===== src/rtl/safe_access_controller.sv =====
// Four-digit BCD code lock with attempt limiting, timed lockout and in-place code change.
// All outputs are registered from the next-state logic, so they track the state one edge after a push.
module safe_access_controller #(
   parameter int unsigned MAX_ATTEMPTS   = 3,
   parameter int unsigned LOCKOUT_CYCLES = 50_000_000
) (
   input  logic       clk,
   input  logic       async_reset,
   input  logic       short_push,
   input  logic       long_push,
   input  logic [3:0] digit,
   output logic [7:0] seven_seg_output,
   output logic       unlocked,
   output logic       locked_out,
   output logic [1:0] entry_index
);

   typedef enum logic [2:0] {
      LOCKED, ENTRY, CHECK, OPEN, SET_NEW, LOCKOUT
   } state_t;

   localparam logic [3:0]  MAX_CNT  = 4'(MAX_ATTEMPTS);
   localparam logic [31:0] TIMER_LD = 32'(LOCKOUT_CYCLES - 1);

   state_t            state_q, state_d;
   logic [3:0][3:0]   code_q, code_d;
   logic [3:0][3:0]   entry_q, entry_d;
   logic [1:0]        idx_q, idx_d;
   logic [3:0]        att_q, att_d;
   logic [3:0]        att_inc;
   logic [31:0]       timer_q, timer_d;
   logic [7:0]        seg_q, seg_d;
   logic              unlocked_q, locked_out_q;
   logic              valid_short;
   logic              cap;

   function automatic logic [6:0] seg7(input logic [3:0] d);
      case (d)
         4'd0:    seg7 = 7'h3F;
         4'd1:    seg7 = 7'h06;
         4'd2:    seg7 = 7'h5B;
         4'd3:    seg7 = 7'h4F;
         4'd4:    seg7 = 7'h66;
         4'd5:    seg7 = 7'h6D;
         4'd6:    seg7 = 7'h7D;
         4'd7:    seg7 = 7'h07;
         4'd8:    seg7 = 7'h7F;
         4'd9:    seg7 = 7'h6F;
         default: seg7 = 7'h00;
      endcase
   endfunction

   assign valid_short = short_push && !long_push && (digit <= 4'd9);
   assign att_inc     = (att_q == 4'hF) ? att_q : att_q + 4'd1;

   always_comb begin
      state_d = state_q;
      code_d  = code_q;
      entry_d = entry_q;
      idx_d   = idx_q;
      att_d   = att_q;
      timer_d = timer_q;
      cap     = 1'b0;
      case (state_q)
         LOCKED: begin
            if (valid_short) begin
               entry_d[0] = digit;
               idx_d      = 2'd1;
               cap        = 1'b1;
               state_d    = ENTRY;
            end
         end
         ENTRY, SET_NEW: begin
            if (long_push) begin
               idx_d   = 2'd0;
               state_d = (state_q == ENTRY) ? LOCKED : OPEN;
            end else if (valid_short) begin
               entry_d[idx_q] = digit;
               idx_d          = idx_q + 2'd1;
               cap            = 1'b1;
               if (idx_q == 2'd3) begin
                  if (state_q == ENTRY) begin
                     state_d = CHECK;
                  end else begin
                     code_d  = entry_d;
                     state_d = LOCKED;
                  end
               end
            end
         end
         CHECK: begin
            if (entry_q == code_q) begin
               att_d   = 4'd0;
               state_d = OPEN;
            end else begin
               att_d = att_inc;
               if (att_inc == MAX_CNT) begin
                  timer_d = TIMER_LD;
                  state_d = LOCKOUT;
               end else begin
                  state_d = LOCKED;
               end
            end
         end
         OPEN: begin
            // A short push of any digit value relocks, even an out-of-range one.
            if (long_push) begin
               idx_d   = 2'd0;
               state_d = SET_NEW;
            end else if (short_push) begin
               state_d = LOCKED;
            end
         end
         LOCKOUT: begin
            if (timer_q == 32'd0) begin
               att_d   = 4'd0;
               state_d = LOCKED;
            end else begin
               timer_d = timer_q - 32'd1;
            end
         end
         default: state_d = LOCKED;
      endcase

      seg_d = seg_q;
      case (state_d)
         LOCKED:  seg_d = 8'h38;
         CHECK:   seg_d = 8'h00;
         OPEN:    seg_d = 8'h3E;
         LOCKOUT: seg_d = 8'h40;
         default: begin
            // Nothing captured yet on entry to SET_NEW: show the dp alone.
            if (cap)
               seg_d = {1'b1, seg7(digit)};
            else if (state_d != state_q)
               seg_d = 8'h80;
         end
      endcase
   end

   always_ff @(posedge clk) begin
      if (async_reset) begin
         state_q      <= LOCKED;
         code_q       <= '0;
         entry_q      <= '0;
         idx_q        <= 2'd0;
         att_q        <= 4'd0;
         timer_q      <= 32'd0;
         seg_q        <= 8'h38;
         unlocked_q   <= 1'b0;
         locked_out_q <= 1'b0;
      end else begin
         state_q      <= state_d;
         code_q       <= code_d;
         entry_q      <= entry_d;
         idx_q        <= idx_d;
         att_q        <= att_d;
         timer_q      <= timer_d;
         seg_q        <= seg_d;
         unlocked_q   <= (state_d == OPEN);
         locked_out_q <= (state_d == LOCKOUT);
      end
   end

   assign seven_seg_output = seg_q;
   assign unlocked         = unlocked_q;
   assign locked_out       = locked_out_q;
   assign entry_index      = idx_q;

endmodule


===== config.mk =====
export PLATFORM = sky130hd
export DESIGN_NAME = safe_access_controller
export DESIGN_NICKNAME = d
export VERILOG_FILES = /design/src/rtl/safe_access_controller.sv
export SDC_FILE = /design/constraint.sdc
export NUM_CORES = 1
export LEC_CHECK = 0
export BUFFER_PORTS_ARGS = -buffer_cell sky130_fd_sc_hd__buf_2
export CAP_MARGIN = 10
export CELL_PAD_IN_SITES_DETAIL_PLACEMENT = 0
export CELL_PAD_IN_SITES_GLOBAL_PLACEMENT = 1
export CORE_UTILIZATION = 50
export CTS_CLUSTER_DIAMETER = 60
export DETAILED_ROUTE_END_ITERATION = 10
export PLACE_DENSITY = 0.82
export SLEW_MARGIN = 20
export SYNTH_ARGS = -nofsm -noshare
export SYNTH_HDL_FRONTEND = slang
export SYNTH_SLANG_ARGS = --single-unit

===== constraint.sdc =====
create_clock -name clk -period 5.1 [get_ports clk]
set_input_delay 0.255 -clock clk [delete_from_list [all_inputs] [get_ports clk]]
set_output_delay 0.255 -clock clk [all_outputs]
set_load 0.005 [all_outputs]

== Yosys cells after proc, flatten, opt, wreduce, memory -nomap -nowiden ==
Memory sizes are Yosys's and may differ from the RTL's.
Index checks and enable logic that the tools add are counted.
Word-level totals
  register bits: 83
  bits in read-only memories: 112
  word-level logic and storage cells: 102
  memories: 1
Memory list
  (no name shown): words 16, bits a word 7, rd ports 1, clocked after memory_dff 0, wr ports 0, line 38  | case (d)
Operators by class
  add/sub/neg operators: 3
  $lt $le $gt $ge: 3
  eq/ne operators: 22
  muxes and demuxes: 38
  bitwise operators: 2
  reductions and logical operators: 18
Operator list (number)
  32-bit 2-to-1 mux: 3
  32-bit case mux with 2 select lines: 1
  32-bit logical NOT: 1
  8-bit case mux with 4 select lines: 1
  32-bit by 1-bit subtractor with 32-bit output, second input constant: 1
  4-bit 2-to-1 mux: 7
  3-bit 2-to-1 mux: 9
  16-bit bitwise mux: 1
  16-bit == test: 1
  8-bit 2-to-1 mux: 2
  2-bit != test, second input constant: 8
  4-bit case mux with 2 select lines: 2
  3-bit case mux with 5 select lines: 1
  3-bit by 2-bit == test with 1-bit output, second input constant: 4
  2-bit 2-to-1 mux: 6
  4-bit AND reduction: 3
  3-bit == test, second input constant: 3
  4-bit demux with 2-bit select: 1
  3-bit logical NOT: 2
  2-bit case mux with 3 select lines: 1
  6-bit nonzero test: 1
  5-bit AND reduction: 1
  4-bit by 1-bit adder with 4-bit output, second input constant: 1
  4-bit by 2-bit == test with 1-bit output, second input constant: 1
  19 further kinds: 24

== Longest topological paths before layout ==
  depth in word-level cells: 10
  gate-level depth with buffers: 11
  depth with buffers taken out: 9

== Least setup slack after synthesis ==
No wires, ideal clock.
  kind: flip-flop to flip-flop
  from: reg timer_q[0]
  to: reg timer_q[17]
  setup time: 0.133 ns
  arrival time: 2.392 ns
  slack: 2.576 ns
  stages on the path, launching flop included: 12
  clock period less this slack: 2.524 ns
  cells stage by stage: dfxtp_1 -> inv_1 -> ha_1 -> or3b_2 -> clkbuf_1 -> nor4_1 -> nand4_1 -> a2bb2oi_1 -> clkbuf_1 -> nor3_1 -> xnor2_1 -> a21oi_1
On the way
  cells in the longest elaborated chain, start to end: 3
  elaborated cells on any way between the ends: 6
  classes of those cells: add/sub (1); eq/ne (1); mux (2); reduce/logical (2)
RTL lines
  start: declaration: line 31  | logic [31:0] timer_q, timer_d;
  start signal: assignment: line 158  | timer_q <= timer_d;
  32-bit by 1-bit subtractor with 32-bit output or 32-bit logical NOT (tied branches): line 119, 115
  32-bit 2-to-1 mux or 2-bit != test (tied branches)
  32-bit case mux with 2 select lines or 4-bit AND reduction (tied branches)
Parallel ways exist; a longest one is shown, timed or not. The select of a mux whose other input is x is not followed.
A chain may end at the register's enable or synchronous reset.

== Worst setup path after layout ==
  from: reg state_q[1]
  to: reg timer_q[30]
On the way
  cells in the longest elaborated chain, start to end: 3
  elaborated cells on any way between the ends: 8
  classes of those cells: eq/ne (5); mux (1); reduce/logical (2)
RTL lines
  start: declaration: line 25  | state_t state_q, state_d;
  start signal: assignment: line 153  | state_q <= state_d;
  3-bit == test or 3-bit by 2-bit == test with 1-bit output (tied branches): line 64  | case (state_q)
  2-bit != test (no source line) or 2-bit nonzero test (tied branches)
  4-bit AND reduction (no source line)
Parallel ways exist; a longest one is shown, timed or not.

==> run_results.csv <==
group,metric,value,unit
outcome,status,"completed",
clock_network,cts_setup_buffers,0,
floorplan,num_io_pins,20,
floorplan,die_area,0.00894,mm²
sta,finalHoldViolCount,0,
floorplan,rows,33,
sta,finalClockSkew,0.00816,ns
placement,gp_congestion,0.843,
clock_network,clock_latency,0.36,ns
final_layout,num_antenna_cells,0,
worst_setup_path,worst-path-buf-inv,1,
worst_setup_path,crit_path_max_fanout,21,
yosys,yosysSeqAreaShare,0.388,
pwr,p_leak,1.89,nW
global_routing,grt_pass1_vias,3383,
pwr,p_per_area,275,mW/mm²
detailed_routing,via_per_inst,5.63,
final_layout,layout-drive-gt1-share,0.0919,
floorplan,start_util,0.518,
sta,fin_setup_tns,0,ns
global_routing,grtUsageMet3,0.0354,
clock_network,cts_max_level,3,
sta,slew_headroom,0.273,
global_routing,grt_most_used_layer,"met2",
yosys,synth_edf_count,0,
sta,max_freq,0.339,GHz
global_routing,grt-ovfl-total,0,
yosys,synth-seq-cells,83,
sta,finalMaxSlewViolations,0,
worst_setup_path,crit_arrival,3.24,ns
worst_setup_path,crit_path_cell_trace,"nor3b_1 > nand4_1 > o22ai_1 > buf_4 > nand3_1 > or4_1 > a21oi_1",
yosys,ys_async_sr_fraction,0,
placement,hpwlAfterDp,6690,µm
yosys,synth.avg_cell_area,8.20,µm²
clock_network,clk_pin_slew,0.09,ns
final_layout,syn_to_final_growth,9.09,%
floorplan,die_y,94.5,µm
final_layout,fill_cells,779,
detailed_routing,totalWireLength,9740,µm
yosys,synth_warnings,0,
worst_setup_path,start_kind,"register",
sta,rsz0062_at_grt,"no",
worst_setup_path,critPathKind,"reg -> reg",
clock_network,cts_resized,0,
sta,fin_crit_sh,0.578,
final_layout,nets,548,
worst_setup_path,crit_family,"simple AND/OR/NAND/NOR gates",
worst_setup_path,reg2reg_slack,2.15,ns
yosys,syn-num-nets,542,
yosys,ys_types,52,
detailed_routing,num_vias,3589,
global_routing,antenna_found_initial,0,
floorplan,core-area,0.00826,mm²
pwr,finalPower,0.00129,W
sta,tightest_slew,1.08,ns
clock_network,clockBufferDepth,2,
yosys,syn_inst,522,
worst_setup_path,slowest_delay,0.70,ns
worst_setup_path,end_kind,"register",
worst_setup_path,crit_slowest_cell,"dfxtp_1",
flow_run,maxCapViolCount,0,
detailed_routing,ant_nets,0,
yosys,synthFlopType,"dfxtp_1",
detailed_routing,wl_per_cell,15.3,µm
global_routing,gr-usage-met2,0.393,
clock_network,cts_made_buffers,9,
floorplan,die_x,94.5,µm
clock_network,cts_root_buffer,"clkbuf_8",
clock_network,cts_sinks,83,
worst_setup_path,required,5.39,ns
hold_path,hp-class,"in -> reg",
detailed_routing,dr.first_iter.drc_count,138,
detailed_routing,remaining_drc_errors,0,
detailed_routing,first_pass_iters,4,
clock_network,cts_hold_buf,0,
sta,period_needed,2.95,ns
placement,numPortBuffers,19,
pwr,ir_drop,0.154,mV
global_routing,grt_first_pass_wirelength,16200,µm
yosys,syn_area,0.00428,mm²
global_routing,use_met1,0.301,
global_routing,grt_use_total,0.235,
clock_network,tritoncts,"yes",
sta,setup_viol,0,
global_routing,grt_max_degree,70,
==> through the flow <==
stage | cell area, µm² | util | cells | hold WS, ns | worst slack (ns)
final | 4670 | 0.566 | 638 | 0.252 | 2.15
after global routing | 4670 | 0.566 | 638 | 0.268 | 1.87
after CTS | 4670 | 0.566 | 638 | 0.251 | 2.20
after detailed placement | 4440 | 0.538 | 622 | 0.456 | 2.14
after global placement | 4440 | 0.537 | 622 | 0.458 | 2.13
after floorplan | 4280 | - | 522 | 0.402 | 2.58
==> routing by layer <==
| layer | wire length (µm) | up-vias |
|---|---|---|
| met5 | 0 | - |
| li1 | - | 1846 |
| met1 | 4680 | 1685 |
| met3 | 243 | 15 |
| met2 | 4620 | 43 |
| met4 | 201 | 0 |
==> state kept, by name, indices dropped and copies added, names as in the netlist <==
register          count
att_q                 4
code_q               16
entry_index           2
entry_q              16
locked_out            1
seven_seg_output      8
state_q               3
timer_q              32
unlocked              1
==> path summary, 6_finish.rpt <==
check,startpoint,to,cells past startpoint
worst max-delay path,state_q[1],timer_q[30],7
worst min-delay path,digit[0],entry_q[0],3
worst max register to register,state_q[1],timer_q[30],7
worst min register to register,seven_seg_output[1],seven_seg_output[1],2
==> kinds of logic (layout without fill, tap and decap cells) <==
family,count (synthesis),in the layout,synth area share
AOI/OAI and AO/OA,102,102,0.146
xor gates and xnor gates,42,42,0.0859
adders and majority gates,12,12,0.0351
buffers and inverters,39,50,0.0342
DFF,83,83,0.388
muxes,22,22,0.0517
and+or+nand+nor,222,222,0.259
==> cell type report <==
type / count / area (µm²) / share of cell area
clock buffers: 11 / 141 / 0.0303
clock inverters: 5 / 85.1 / 0.0182
inverters: 11 / 41.3 / 0.00884
multi-input cells: 400 / 2480 / 0.532
flip-flops and latches: 83 / 1660 / 0.356
well taps: 105 / 131 / 0.0281
repair buffers: 23 / 125 / 0.0268
==> placed cells by master, fill, tap and decap left out, drive strengths merged, types with 11 or more instances in the layout <==
master,count
nor2,102
xor2,31
inv,12
clkbuf,11
nor4,12
nand3,15
ha,12
nand2b,12
mux2i,21
buf,23
nor3,20
nand2,14
xnor2,11
a21oi,60
dfxtp,83
==> tightest hold or removal path, stage by stage <==
cell	delay, ns
buf_2	0.16
mux2i_1	0.09
nor2_1	0.07
==> synthesized netlist by cell type (2+ instances only) <==
cell type	count	area share
and2_1	4	0.0058
a211oi_1	6	0.011
or3b_2	2	0.0041
and3_1	2	0.0029
a221oi_1	2	0.0041
o21bai_1	4	0.0070
and4_1	2	0.0041
xnor2_1	11	0.023
dfxtp_1	83	0.39
nor3b_1	3	0.0053
a311oi_1	5	0.010
or4_4	3	0.0079
nand4_1	8	0.012
nand3_1	15	0.018
a21oi_1	60	0.070
a22oi_1	3	0.0053
clkbuf_1	25	0.022
nor2_1	102	0.089
nand2b_1	12	0.018
or3_1	2	0.0029
ha_1	12	0.035
nor4_1	12	0.018
xor2_1	31	0.063
o21ai_0	5	0.0058
buf_1	3	0.0026
nor2b_1	5	0.0073
a32oi_1	2	0.0041
nand2_1	14	0.012
o211ai_1	4	0.0070
or4_1	6	0.011
nand3b_1	4	0.0070
mux2i_1	21	0.049
and2_0	2	0.0029
inv_1	11	0.0096
nor3_1	19	0.022
==> power by group <==
group,internal (W),switching (W),leakage [nW]
registers,0.000654,0.00000530,0.670
logic,0.0000296,0.0000557,1.11
clock network,0.000292,0.000250,0.110
Note: power is estimated with default switching activity, not from simulation.
